$ cat src/rtl/instr_issuer_if.sv
// Instruction handshake bundle between the issuer (master) and the processor (slave).
interface instr_issuer_if #(
   parameter int B = 6
);
   logic         instr_valid;
   logic         instr_ready;
   logic [B-1:0] instr;

   modport master (output instr_valid, output instr, input instr_ready);
   modport slave  (input instr_valid, input instr, output instr_ready);
endinterface

$ cat src/rtl/instr_issuer.sv
// Buffers a short program and replays it to a processor over a valid/ready link.
// Issue starts the edge after start; one word per cycle, each word held until instr_ready accepts it.
module instr_issuer #(
   parameter int B     = 6,
   parameter int DEPTH = 8
) (
   input  logic          clk,
   input  logic          reset,
   input  logic          wr_en,
   input  logic [B-1:0]  wr_data,
   input  logic          clear,
   input  logic          start,
   input  logic          loop,
   input  logic          abort,
   instr_issuer_if.master iss,
   output logic          full,
   output logic          busy,
   output logic          done,
   output logic [7:0]    issue_cnt
);
   localparam int AW = $clog2(DEPTH);
   localparam int CW = AW + 1;

   typedef enum logic [1:0] {IDLE, RUN, DONE} state_t;

   state_t         state_q, state_d;
   logic [CW-1:0]  count_q, count_d;
   logic [AW-1:0]  rd_ptr_q, rd_ptr_d;
   logic [7:0]     issue_cnt_q, issue_cnt_d;
   logic [B-1:0]   mem_q [DEPTH];
   logic           wr_fire;
   logic           last;

   assign last = ({1'b0, rd_ptr_q} == (count_q - CW'(1)));

   always_comb begin
      state_d     = state_q;
      count_d     = count_q;
      rd_ptr_d    = rd_ptr_q;
      issue_cnt_d = issue_cnt_q;
      wr_fire     = 1'b0;
      case (state_q)
         IDLE: begin
            if (clear) begin
               count_d = '0;
            end else begin
               if (wr_en && !full) begin
                  wr_fire = 1'b1;
                  count_d = count_q + CW'(1);
               end
               if (start && (count_q != '0)) begin
                  state_d  = RUN;
                  rd_ptr_d = '0;
               end
            end
         end
         RUN: begin
            if (iss.instr_ready) begin
               issue_cnt_d = issue_cnt_q + 8'd1;
               if (!last)
                  rd_ptr_d = rd_ptr_q + AW'(1);
               else if (loop)
                  rd_ptr_d = '0;
               else
                  state_d = DONE;
            end
            // abort wins over completion, so a last-word handshake with abort gives no done pulse
            if (abort)
               state_d = IDLE;
         end
         DONE:    state_d = IDLE;
         default: state_d = IDLE;
      endcase
   end

   always_ff @(posedge clk or negedge reset) begin
      if (!reset) begin
         state_q     <= IDLE;
         count_q     <= '0;
         rd_ptr_q    <= '0;
         issue_cnt_q <= '0;
      end else begin
         state_q     <= state_d;
         count_q     <= count_d;
         rd_ptr_q    <= rd_ptr_d;
         issue_cnt_q <= issue_cnt_d;
      end
   end

   // Storage needs no reset: unwritten entries are never presented.
   always_ff @(posedge clk) begin
      if (wr_fire)
         mem_q[count_q[AW-1:0]] <= wr_data;
   end

   assign iss.instr_valid = (state_q == RUN);
   assign iss.instr       = (state_q == RUN) ? mem_q[rd_ptr_q] : '0;
   assign full            = (count_q == CW'(DEPTH));
   assign busy            = (state_q == RUN);
   assign done            = (state_q == DONE);
   assign issue_cnt       = issue_cnt_q;
endmodule

$ cat src/flat_wrapper.sv
// flat-port wrapper written by rule: the top's interface ports become plain ports
module instr_issuer_flat 
#(
   parameter int B     = 6,
   parameter int DEPTH = 8
)
  (clk, reset, wr_en, wr_data, clear, start, loop, abort, full, busy, done, issue_cnt, iss_instr_valid, iss_instr, iss_instr_ready);
  instr_issuer_if #(.B(B)) iss_i ();
  input  logic clk;
  input  logic reset;
  input  logic wr_en;
  input  logic [B-1:0] wr_data;
  input  logic clear;
  input  logic start;
  input  logic loop;
  input  logic abort;
  output logic full;
  output logic busy;
  output logic done;
  output logic [7:0] issue_cnt;
  output wire logic [$bits(iss_i.instr_valid)-1:0] iss_instr_valid;
  output wire logic [$bits(iss_i.instr)-1:0] iss_instr;
  input wire logic [$bits(iss_i.instr_ready)-1:0] iss_instr_ready;
  assign iss_instr_valid = iss_i.instr_valid;
  assign iss_instr = iss_i.instr;
  assign iss_i.instr_ready = iss_instr_ready;
  instr_issuer #(.B(B), .DEPTH(DEPTH)) u_core (.clk(clk), .reset(reset), .wr_en(wr_en), .wr_data(wr_data), .clear(clear), .start(start), .loop(loop), .abort(abort), .iss(iss_i), .full(full), .busy(busy), .done(done), .issue_cnt(issue_cnt));
endmodule
$ cat config.mk
export PLATFORM = sky130hd
export DESIGN_NAME = instr_issuer_flat
export DESIGN_NICKNAME = d
export VERILOG_FILES = /design/src/rtl/instr_issuer_if.sv /design/src/rtl/instr_issuer.sv /design/src/flat_wrapper.sv
export SDC_FILE = /design/constraint.sdc
export NUM_CORES = 1
export LEC_CHECK = 0
export CAP_MARGIN = 20
export CORE_ASPECT_RATIO = 0.5
export CORE_MARGIN = 4
export CORE_UTILIZATION = 50
export DETAILED_ROUTE_END_ITERATION = 10
export PLACE_DENSITY = 0.76
export RECOVER_POWER = 25
export SLEW_MARGIN = 30
export SYNTH_ARGS = -nofsm -noshare
export SYNTH_HDL_FRONTEND = slang
export SYNTH_SLANG_ARGS = --single-unit
$ cat constraint.sdc
create_clock -name clk -period 3.25 [get_ports clk]
set_clock_uncertainty 0.15 [all_clocks]
set_input_delay 0.4875 -clock clk [delete_from_list [all_inputs] [get_ports clk]]
set_output_delay 0.4875 -clock clk [all_outputs]
set_load 0.05 [all_outputs]
==> flow_summary.yaml <==
power_and_ir_drop:
  powerDensity_nw_per_um2: 807
  total_power_uw: 2860
  p_leak_uw: 0.00129
  vdd_ir_drop_max_mv: 0.574
worst_hold_path:
  min_path_type: "flop to flop"
  hold_depth: 1
  holdPathEnd: "u_core.issue_cnt[7]"
  min-delay-start: "u_core.issue_cnt[7]"
synthesis:
  ys_types: 37
  ys_ff_latch: 65
  syn_nets: 205
  syn-mean-instance-area_um2: 15.0
  netlist_instances: 187
  ys_seq_area_frac: 0.665
  ys.warnings.count: 0
  syn-cell-area_um2: 2810
sta:
  finalCriticalPeriod_ns: 3.04
  max_freq_mhz: 329
  report.final.slew_viol_count: 0
  worst_pin_slew_ns: 0.788
  setup_viol: 0
  fin_tns_setup_ns: 0
  maxSlewHeadroom: 0.473
  hold_violations: 0
  period_share: 0.936
  rsz0062_at_grt: "no"
layout:
  drive_gt1_frac: 0.183
  syn_to_final_growth_pct: 26.3
  nets: 248
  diodes: 0
floorplanning:
  ios: 32
  fp-row-count: 18
  dieWidth_um: 114
  initial_core_util: 0.542
  die_h_um: 61
  core_um2: 5180
  dieArea_um2: 6950
setup_path:
  reg2reg_from: "u_core.count_q[1]"
  start_kind: "flop"
  crit_type: "flop to primary output"
  cp_max_fo: 15
  ff2ff_path_depth: 7
  crit_arrival_ns: 2.41
  cp_data_required_time_ns: 2.61
  end_kind: "primary output"
  reg2reg_to: "u_core.rd_ptr_q[2]"
  rrSetupSlack_ns: 0.69
global_routing:
  antenna_found_initial: 0
  grt_usage: 0.187
  grt_overflow_total: 0
  grt_pass1_vias: 1763
  grt_first_pass_wirelength_um: 9260
  grt_max_degree: 18
place:
  io_buffers: 31
  place_congestion: 0.753
  dp_hpwl_um: 3890
drt:
  antenna_left: 0
  via_per_inst: 5.72
  drt_pass1_iterations: 4
  wire_per_inst_um: 19.2
  drt_iter0_drc: 98
  drc: 0
  wl_um: 5850
  vias: 1745
outcome:
  status: "finished, final reports clean"
cts:
  cts_num_sinks: 65
  cts_buffers: 9
  path_clk_slew_ns: 0.05
  cts_root_buf: "clkbuf_16"
  h-tree-depth: 3
  clkLatencyLatePin_ns: 0.32
  clk_path_buf_depth: 2
  cts_setup_buffers: 0
  cts_tree: "done"
flow_run:
  drv_cap: 0
==> Yosys cell counts, drive strengths merged <==
| cell type | instances | area, um2 |
|---|---|---|
| edfxtp | 48 | 1440 |
| dfrtp | 17 | 425 |
| nor2 | 17 | 63.8 |
| nand2 | 16 | 60.1 |
| mux4 | 12 | 270 |
| xnor2 | 8 | 70.1 |
| mux2i | 7 | 70.1 |
| clkbuf | 5 | 18.8 |
| nand4 | 5 | 31.3 |
| ha | 4 | 50.1 |
| inv | 4 | 15.0 |
| nand3 | 4 | 20.0 |
| nor3 | 4 | 20.0 |
| nor3b | 4 | 30.0 |
| buf | 3 | 20.0 |
| o21ai | 3 | 15.0 |
| a21oi | 2 | 10.0 |
| and3 | 2 | 12.5 |
| nand2b | 2 | 12.5 |
| nand4b | 2 | 17.5 |
| o22ai | 2 | 12.5 |
| o31ai | 2 | 15.0 |
| a211o | 1 | 8.76 |
| a21o | 1 | 7.51 |
| a22oi | 1 | 7.51 |
| a31oi | 1 | 6.26 |
| a32o | 1 | 11.3 |
| and2 | 1 | 6.26 |
| nand3b | 1 | 7.51 |
| nor2b | 1 | 6.26 |
| nor4 | 1 | 6.26 |
| or2 | 1 | 6.26 |
| or3 | 1 | 6.26 |
| or3b | 1 | 8.76 |
| or4b | 1 | 10.0 |
| xor2 | 1 | 8.76 |
==> how the worst max path moves through the flow <==
stage                              end  cells past startpoint               start
after floorplan           iss_instr[3]                      5  u_core.rd_ptr_q[0]
after global placement    iss_instr[3]                      4  u_core.rd_ptr_q[0]
after detailed placement  iss_instr[3]                      4  u_core.rd_ptr_q[0]
after CTS                 iss_instr[3]                      4  u_core.rd_ptr_q[0]
after global routing      iss_instr[4]                      4  u_core.rd_ptr_q[1]
final                     iss_instr[3]                      4  u_core.rd_ptr_q[1]
==> kinds of logic after synthesis <==
group	synth area share
buf+inv	0.0191
fa+ha+maj	0.0178
mux	0.121
simple gates	0.116
flops	0.665
compound gates	0.0334
xor+xnor	0.0281
==> per-layer routing <==
metal  global-route usage  vias up  routed length (um)
met5                    0        -                   0
met4               0.0931        0                 100
met3               0.0608        8                 328
met2                0.328       51                3060
met1                0.214      876                2360
li1                     -      810                   -
==> cell type report <==
cell class / instances / area, um2
sequential: 65 / 1870
fill: 362 / 1630
multi-input combinational: 110 / 888
timing repair buffer: 40 / 370
clock buffer: 10 / 229
clock inverter: 6 / 90.1
tap: 70 / 87.6
inverter: 4 / 15.0
==> cell usage in the layout (no fill, tap or decap), types with 2 or more instances in the layout <==
cell | Yosys | routed
nand2_1 | 16 | 16
o31ai_1 | 2 | 2
nor2_1 | 17 | 17
mux4_2 | 12 | 12
dlygate4sd3_1 | 0 | 5
clkbuf_16 | 0 | 9
dfrtp_1 | 17 | 16
buf_4 | 2 | 12
ha_1 | 4 | 4
mux2i_1 | 7 | 7
a21oi_1 | 2 | 2
nand4_1 | 5 | 5
o22ai_1 | 2 | 2
clkdlybuf4s50_1 | 0 | 23
edfxtp_1 | 48 | 48
o21ai_0 | 3 | 3
nor3b_1 | 4 | 4
nand2b_1 | 2 | 2
nand3_1 | 4 | 4
and3_1 | 2 | 2
nor3_1 | 4 | 4
xnor2_1 | 8 | 8
nand4b_1 | 2 | 2
inv_1 | 4 | 4
bufinv_16 | 0 | 2
==> what timing repair did <==
item / 4_1_cts / 5_1_grt
endpoints found under the setup margin: 0 / 3
gates resized for setup: 0 / 1
hold buffers: 0 / 0
endpoints found under the hold margin: 0 / 0
==> through the flow <==
stage / utilization / instance area (um2) / setup slack [ns] / instances / hold slack (ns)
after floorplan: - / 2810 / 0.670 / 187 / 0.0419
after global placement: 0.623 / 3230 / 0.423 / 289 / 0.313
after detailed placement: 0.623 / 3230 / 0.398 / 289 / 0.317
after CTS: 0.685 / 3550 / 0.0227 / 305 / 0.324
after global routing: 0.685 / 3550 / 0.0806 / 305 / 0.351
final: 0.685 / 3550 / 0.207 / 305 / 0.316
==> state kept, by name, indices dropped and copies added (netlist names) <==
| register | flops |
|---|---|
| u_core.issue_cnt | 8 |
| u_core.count_q | 4 |
| u_core.rd_ptr_q | 3 |
| u_core.mem_q | 48 |
| u_core.state_q | 2 |
==> power by group <==
| group | leakage, uW | internal (uW) | total [uW] | switching, uW |
|---|---|---|---|---|
| combinational | 0.000481 | 346 | 745 | 399 |
| clock | 0.000153 | 673 | 1020 | 343 |
| sequential | 0.000660 | 964 | 1100 | 137 |
| total | 0.00129 | 1980 | 2860 | 880 |
==> critical path: stages (launching register included) <==
cell and delay [ns]:
dfrtp_1 0.75, mux4_2 0.42, mux2i_1 0.15, nor2_1 0.05
clkdlybuf4s50_1 0.71
Power figures use the tool's default switching activity.
